### src/rtl/uart_pkg.sv
// Shared types and constants for the tester's UART transmitter.
package uart_pkg;

  // Transmitter sequence: launch, start bit, eight data bits, optional parity,
  // stop bit, one-cycle done pulse, then wait for the enable to be released.
  typedef enum logic [2:0] {
    IDLE,
    START,
    DATA,
    PARITY,
    STOP,
    DONE,
    HOLD
  } tx_state_e;

  localparam int UART_DATA_W = 8;

  // Header placed in byte bits [7:6]; matches the host "send state" command code.
  localparam logic [1:0] STATUS_HDR_DEFAULT = 2'b01;

  // Clock cycles per serial bit. The result must be at least 2 for the
  // baud counter to have a meaningful width.
  function automatic int clks_per_bit(input int clk_freq, input int baud);
    return clk_freq / baud;
  endfunction

endpackage

### src/rtl/uart_baud_gen.sv
// Bit-period timer for the UART transmitter. Produces a one-cycle tick on the
// last cycle of each bit period; a synchronous clear restarts the period.
module uart_baud_gen #(
  parameter int CLKS_PER_BIT = 8
) (
  input  logic i_clk,
  input  logic i_rst_n,
  input  logic i_clear,
  output logic o_tick
);

  localparam int CNT_W = $clog2(CLKS_PER_BIT);
  localparam logic [CNT_W-1:0] LAST_COUNT = CNT_W'(CLKS_PER_BIT - 1);

  logic [CNT_W-1:0] r_count;

  // Count cycles within a bit, wrapping after the last one or on a clear.
  always_ff @(posedge i_clk or negedge i_rst_n) begin
    if (!i_rst_n) begin
      r_count <= '0;
    end else if (i_clear || o_tick) begin
      r_count <= '0;
    end else begin
      r_count <= r_count + CNT_W'(1);
    end
  end

  assign o_tick = (r_count == LAST_COUNT);

endmodule

### src/rtl/uart_tx.sv
// UART 8N1 transmitter reporting the 6-bit switch state behind a 2-bit status
// header. Outputs are registered from the current state, so every line change
// trails the state change by one cycle.
// Optional even-parity bit between data and stop: define UART_TX_PARITY_EN.
module uart_tx
  import uart_pkg::*;
#(
  parameter int         CLK_FREQ   = 50_000_000,
  parameter int         BAUD       = 115_200,
  parameter logic [1:0] STATUS_HDR = STATUS_HDR_DEFAULT
) (
  input  logic       in_clk,
  input  logic       in_rst,
  input  logic       in_s_en,
  input  logic [5:0] in_data,
  output logic       out_tx,
  output logic       out_s_bs,
  output logic       out_s_rd
);

  localparam int CLKS_PER_BIT = clks_per_bit(CLK_FREQ, BAUD);
  localparam int IDX_W = $clog2(UART_DATA_W);
  localparam logic [IDX_W-1:0] LAST_IDX = IDX_W'(UART_DATA_W - 1);

  tx_state_e r_state;
  tx_state_e w_next;

  logic [UART_DATA_W-1:0] r_shift;
  logic [IDX_W-1:0]       r_idx;

  logic w_tick;
  logic w_clear;
  logic w_tx;
  logic w_bs;
  logic w_rd;
  logic r_tx;
  logic r_bs;
  logic r_rd;

`ifdef UART_TX_PARITY_EN
  logic r_parity;
`endif

  // The bit timer restarts whenever the state changes so every bit is full length.
  assign w_clear = (w_next != r_state);

  uart_baud_gen #(
    .CLKS_PER_BIT(CLKS_PER_BIT)
  ) u_baud_gen (
    .i_clk  (in_clk),
    .i_rst_n(in_rst),
    .i_clear(w_clear),
    .o_tick (w_tick)
  );

  // State register.
  always_ff @(posedge in_clk or negedge in_rst) begin
    if (!in_rst) begin
      r_state <= IDLE;
    end else begin
      r_state <= w_next;
    end
  end

  // Next-state and per-state line/flag values; HOLD blocks relaunch from a held enable.
  always_comb begin
    w_next = r_state;
    w_tx   = 1'b1;
    w_bs   = 1'b1;
    w_rd   = 1'b0;
    case (r_state)
      IDLE: begin
        w_bs = 1'b0;
        if (in_s_en) w_next = START;
      end
      START: begin
        w_tx = 1'b0;
        if (w_tick) w_next = DATA;
      end
      DATA: begin
        w_tx = r_shift[0];
        if (w_tick && (r_idx == LAST_IDX)) begin
`ifdef UART_TX_PARITY_EN
          w_next = PARITY;
`else
          w_next = STOP;
`endif
        end
      end
`ifdef UART_TX_PARITY_EN
      PARITY: begin
        w_tx = r_parity;
        if (w_tick) w_next = STOP;
      end
`endif
      STOP: begin
        if (w_tick) w_next = DONE;
      end
      DONE: begin
        w_rd   = 1'b1;
        w_next = HOLD;
      end
      HOLD: begin
        if (!in_s_en) w_next = IDLE;
      end
      default: begin
        w_next = IDLE;
        w_tx   = 1'b1;
        w_bs   = 1'b0;
      end
    endcase
  end

  // Register the state-decoded outputs so the pins are glitch-free.
  always_ff @(posedge in_clk or negedge in_rst) begin
    if (!in_rst) begin
      r_tx <= 1'b1;
      r_bs <= 1'b0;
      r_rd <= 1'b0;
    end else begin
      r_tx <= w_tx;
      r_bs <= w_bs;
      r_rd <= w_rd;
    end
  end

  // Capture the byte at launch, then shift it out LSB first one bit per period.
  always_ff @(posedge in_clk or negedge in_rst) begin
    if (!in_rst) begin
      r_shift <= '0;
      r_idx   <= '0;
    end else if ((r_state == IDLE) && in_s_en) begin
      r_shift <= {STATUS_HDR, in_data};
      r_idx   <= '0;
    end else if ((r_state == DATA) && w_tick) begin
      r_shift <= r_shift >> 1;
      r_idx   <= r_idx + IDX_W'(1);
    end
  end

`ifdef UART_TX_PARITY_EN
  // Even parity is taken from the launched byte, since the shifter consumes it.
  always_ff @(posedge in_clk or negedge in_rst) begin
    if (!in_rst) begin
      r_parity <= 1'b0;
    end else if ((r_state == IDLE) && in_s_en) begin
      r_parity <= ^{STATUS_HDR, in_data};
    end
  end
`endif

  assign out_tx   = r_tx;
  assign out_s_bs = r_bs;
  assign out_s_rd = r_rd;

endmodule

### config.mk
export PLATFORM = sky130hd
export DESIGN_NAME = uart_tx
export DESIGN_NICKNAME = d
export VERILOG_FILES = /design/src/rtl/uart_pkg.sv /design/src/rtl/uart_baud_gen.sv /design/src/rtl/uart_tx.sv
export SDC_FILE = /design/constraint.sdc
export NUM_CORES = 1
export LEC_CHECK = 0
export BUFFER_PORTS_ARGS = -buffer_cell sky130_fd_sc_hd__buf_2
export CAP_MARGIN = 20
export CELL_PAD_IN_SITES_DETAIL_PLACEMENT = 1
export CELL_PAD_IN_SITES_GLOBAL_PLACEMENT = 1
export CORE_ASPECT_RATIO = 1.75
export CORE_MARGIN = 2
export CORE_UTILIZATION = 49
export DETAILED_ROUTE_END_ITERATION = 10
export GPL_TIMING_DRIVEN = 1
export PLACE_DENSITY_LB_ADDON = 0.25
export SETUP_SLACK_MARGIN = 0.4
export SLEW_MARGIN = 30
export SYNTH_ARGS = -nofsm -noshare
export SYNTH_HDL_FRONTEND = slang
export SYNTH_SLANG_ARGS = --single-unit
### constraint.sdc
create_clock -name in_clk -period 4.4 [get_ports in_clk]
set_clock_uncertainty 0.05 [all_clocks]
set_input_delay 0.44 -clock in_clk [delete_from_list [all_inputs] [get_ports in_clk]]
set_output_delay 0.44 -clock in_clk [all_outputs]
set_load 0.05 [all_outputs]
==> run_results.csv <==
group,metric,value,unit
routing,route.detailed.drc,0,
die,core_area,2660,µm²
cts,cts_buffer_depth,2,
critical_path,crit_buf_inv,0,
place,port_buffers,11,
place,dp_cells,157,
cts,tritoncts_num_sinks,25,
final_layout,finalCoreUtilization,53.5,%
final_layout,diodes,0,
die,pin_count,12,
final_layout,nFillCells,305,
min_path,hold_class,"primary input to asynchronous set/reset pin",
logic_synthesis,yosysTopAreaCellShare,44.4,%
logic_synthesis,avgSynthCellArea,10.6,µm²
timing,rsz0062_at_grt,"no",
die,dieArea,3210,µm²
routing,antenna_left,0,
timing,setup_viol,0,
outcome,outcome,"finished clean",
timing,period_needed,1.99,ns
critical_path,timing.rr.end,"u_baud_gen.r_count[2]$_DFF_PN0_",
global_routing,grt.total_usage,19.8,%
logic_synthesis,netlist_area,1350,µm²
routing,first_pass_iters,4,
timing,hold_violations,0,
critical_path,cpMaxStageDelayCell,"nor4b_2",
place,dpl_cell_area,1380,µm²
logic_synthesis,ys_ff_latch,25,
die,start_util,50.8,%
routing,drt_iter0_markers,13,
cts,clockRootBuffer,"clkbuf_8",
power,p_leak,0.610,nW
critical_path,r2r_setup_slack,2.41,ns
place,pre_cts_slack,2.39,ns
cts,cts-buffers-inserted,3,
global_routing,overflow,0,
critical_path,arrival,2.07,ns
final_layout,multiInputGateArea,643,µm²
timing,fin_tns_setup,0,ns
critical_path,cp_slowest_stage_delay,0.70,ns
place,hpwlAfterDp,2040,µm
logic_synthesis,yosys.area.top_type,"dfrtp_1",
timing,period_share,45.2,%
die,die_h,73.5,µm
routing,finalWirelength,2720,µm
final_layout,final_common_cell,"dfrtp_1",
critical_path,r2r_cells,3,
critical_path,r2r_start,"r_state[0]$_DFF_PN0_",
timing,drv_slew,0,
critical_path,critical_path_class,"flip-flop to flip-flop",
routing,wl_per_cell,16.9,µm
global_routing,grt_pass1_vias,1075,
die,num_rows,25,
global_routing,grt_max_degree,26,
timing,worst_slew_pin_slew,0.685,ns
logic_synthesis,synthesis.nets,141,
final_layout,area_growth,5.28,%
routing,via_per_inst,6.28,
critical_path,cp.required,4.48,ns
global_routing,antenna_found_initial,0,
cts,cts.repair.resized,0,
logic_synthesis,ys_types,41,
logic_synthesis,ys_warn_count,0,
cts,cts_tree,"done",
cts,cts_htree_levels,1,
timing,setup_ws,2.41,ns
timing,relSlewSlack,54.2,%
final_layout,final_cell_mix,"dfrtp_1 (24), nand2_1 (13), nand4_1 (11), buf_2 (11), o211ai_1 (6)",
critical_path,critPathTopFamily,"simple AND/OR/NAND/NOR gates",
final_layout,layoutNonFillerInstCount,161,
job,cap_violations,0,
critical_path,cp_max_fo,11,
cts,cts_setup_buffers,0,
cts,clkLatencyLatePin,0.26,ns
critical_path,crit_path_end_kind,"flip-flop",
power,peakVddDrop,0.000293,V
logic_synthesis,syn_inst,128,
cts,clk_pin_slew,0.08,ns
timing,holdWs,0.112,ns
power,total_power,600,µW
power,power_density,421,nW/µm²
cts,cts_hold_buf,0,
final_layout,nets,148,
die,die_x,43.7,µm
logic_synthesis,synthTopCellsByArea,"dfrtp_1 (44%), nand4_1 (5.1%), a211oi_2 (3.7%)",
final_layout,drive_gt1_share,25.4,%
logic_synthesis,yosysSeqAreaShare,46.4,%
critical_path,cp_cell_sequence,"nor4b_2, a211o_1, nor3_2",
place,gp_congestion,0.721,
final_layout,postLayoutCellArea,1420,µm²
routing,num_vias,1011,
timing,fmax,503,MHz
global_routing,grt_pass1_wl,4760,µm
final_layout,seq_area,627,µm²
critical_path,startpoint_type,"flip-flop",
## final cells by class
| cell class | instances | share of cell area [%] |
|---|---|---|
| multi-input combinational | 89 | 45.2 |
| timing repair buffer | 11 | 3.87 |
| clock buffer | 4 | 3.17 |
| inverter | 5 | 1.32 |
| sequential | 25 | 44.1 |
| tap | 27 | 2.37 |
## Yosys cell counts
| master | number |
|---|---|
| o21ai_0 | 5 |
| and4b_1 | 1 |
| o21ai_1 | 3 |
| and4_1 | 1 |
| a31o_1 | 1 |
| buf_4 | 3 |
| dfrtp_1 | 24 |
| o211ai_1 | 6 |
| buf_6 | 2 |
| ha_1 | 4 |
| and2_1 | 1 |
| or3_1 | 4 |
| dfstp_2 | 1 |
| inv_2 | 1 |
| nor2_1 | 1 |
| o311ai_1 | 1 |
| and3_1 | 1 |
| xor2_1 | 1 |
| clkbuf_1 | 2 |
| nand2_2 | 5 |
| nor3_1 | 2 |
| o22ai_1 | 1 |
| nor4b_2 | 1 |
| nor3b_4 | 1 |
| and4bb_2 | 1 |
| nand3_1 | 3 |
| o21a_1 | 1 |
| nand4_1 | 11 |
| a211oi_2 | 4 |
| nand2b_1 | 2 |
| buf_2 | 2 |
| inv_1 | 4 |
| nor2b_1 | 1 |
| or4b_4 | 1 |
| mux2i_1 | 1 |
| a21oi_1 | 2 |
| o32ai_1 | 1 |
| nor3_2 | 5 |
| xnor2_1 | 2 |
| nand2_1 | 13 |
| a211o_1 | 1 |
## worst max-delay path by stage
| stage | to | cells after the start | from |
|---|---|---|---|
| 2_1_floorplan | r_state[0]$_DFF_PN0_ | 5 | u_baud_gen.r_count[0]$_DFF_PN0_ |
| 3_3_place_gp | u_baud_gen.r_count[2]$_DFF_PN0_ | 3 | r_state[0]$_DFF_PN0_ |
| 3_5_place_dp | u_baud_gen.r_count[3]$_DFF_PN0_ | 3 | r_state[0]$_DFF_PN0_ |
| 4_1_cts | u_baud_gen.r_count[2]$_DFF_PN0_ | 3 | r_state[0]$_DFF_PN0_ |
| 5_1_grt | r_state[0]$_DFF_PN0_ | 4 | u_baud_gen.r_count[0]$_DFF_PN0_ |
| 6_report | u_baud_gen.r_count[2]$_DFF_PN0_ | 3 | r_state[0]$_DFF_PN0_ |
## power by group
group	switching [mW]	internal [mW]
combinational	0.0730	0.0667
sequential	0.0508	0.279
clock	0.0654	0.0645
## cells by family after synthesis
logic type               after synthesis  share of synthesized area, %
XOR/XNOR                               3                          1.94
AO/OA/AOI/OAI                         26                          14.4
multiplexers                           1                         0.741
adder cells (fa/ha/maj)                4                          3.70
flip-flops                            25                          46.4
AND/OR/NAND/NOR                       55                          26.9
buffers and inverters                 14                          6.02
## routing by layer
metal	GRT usage, %	up-vias	share of wire [%]
met3	1.72	2	0.99
met5	0	-	0
met1	21.2	520	38
met2	37.3	8	59
met4	9.43	0	1.3
li1	-	481	-
## sequential cells by signal, summed over array words and instances (netlist names)
signal              count
out_s_bs                1
out_s_rd                1
out_tx                  1
r_idx                   3
r_shift                 7
r_state                 3
u_baud_gen.r_count      9
No activity file was read; power rests on OpenSTA's default activity.
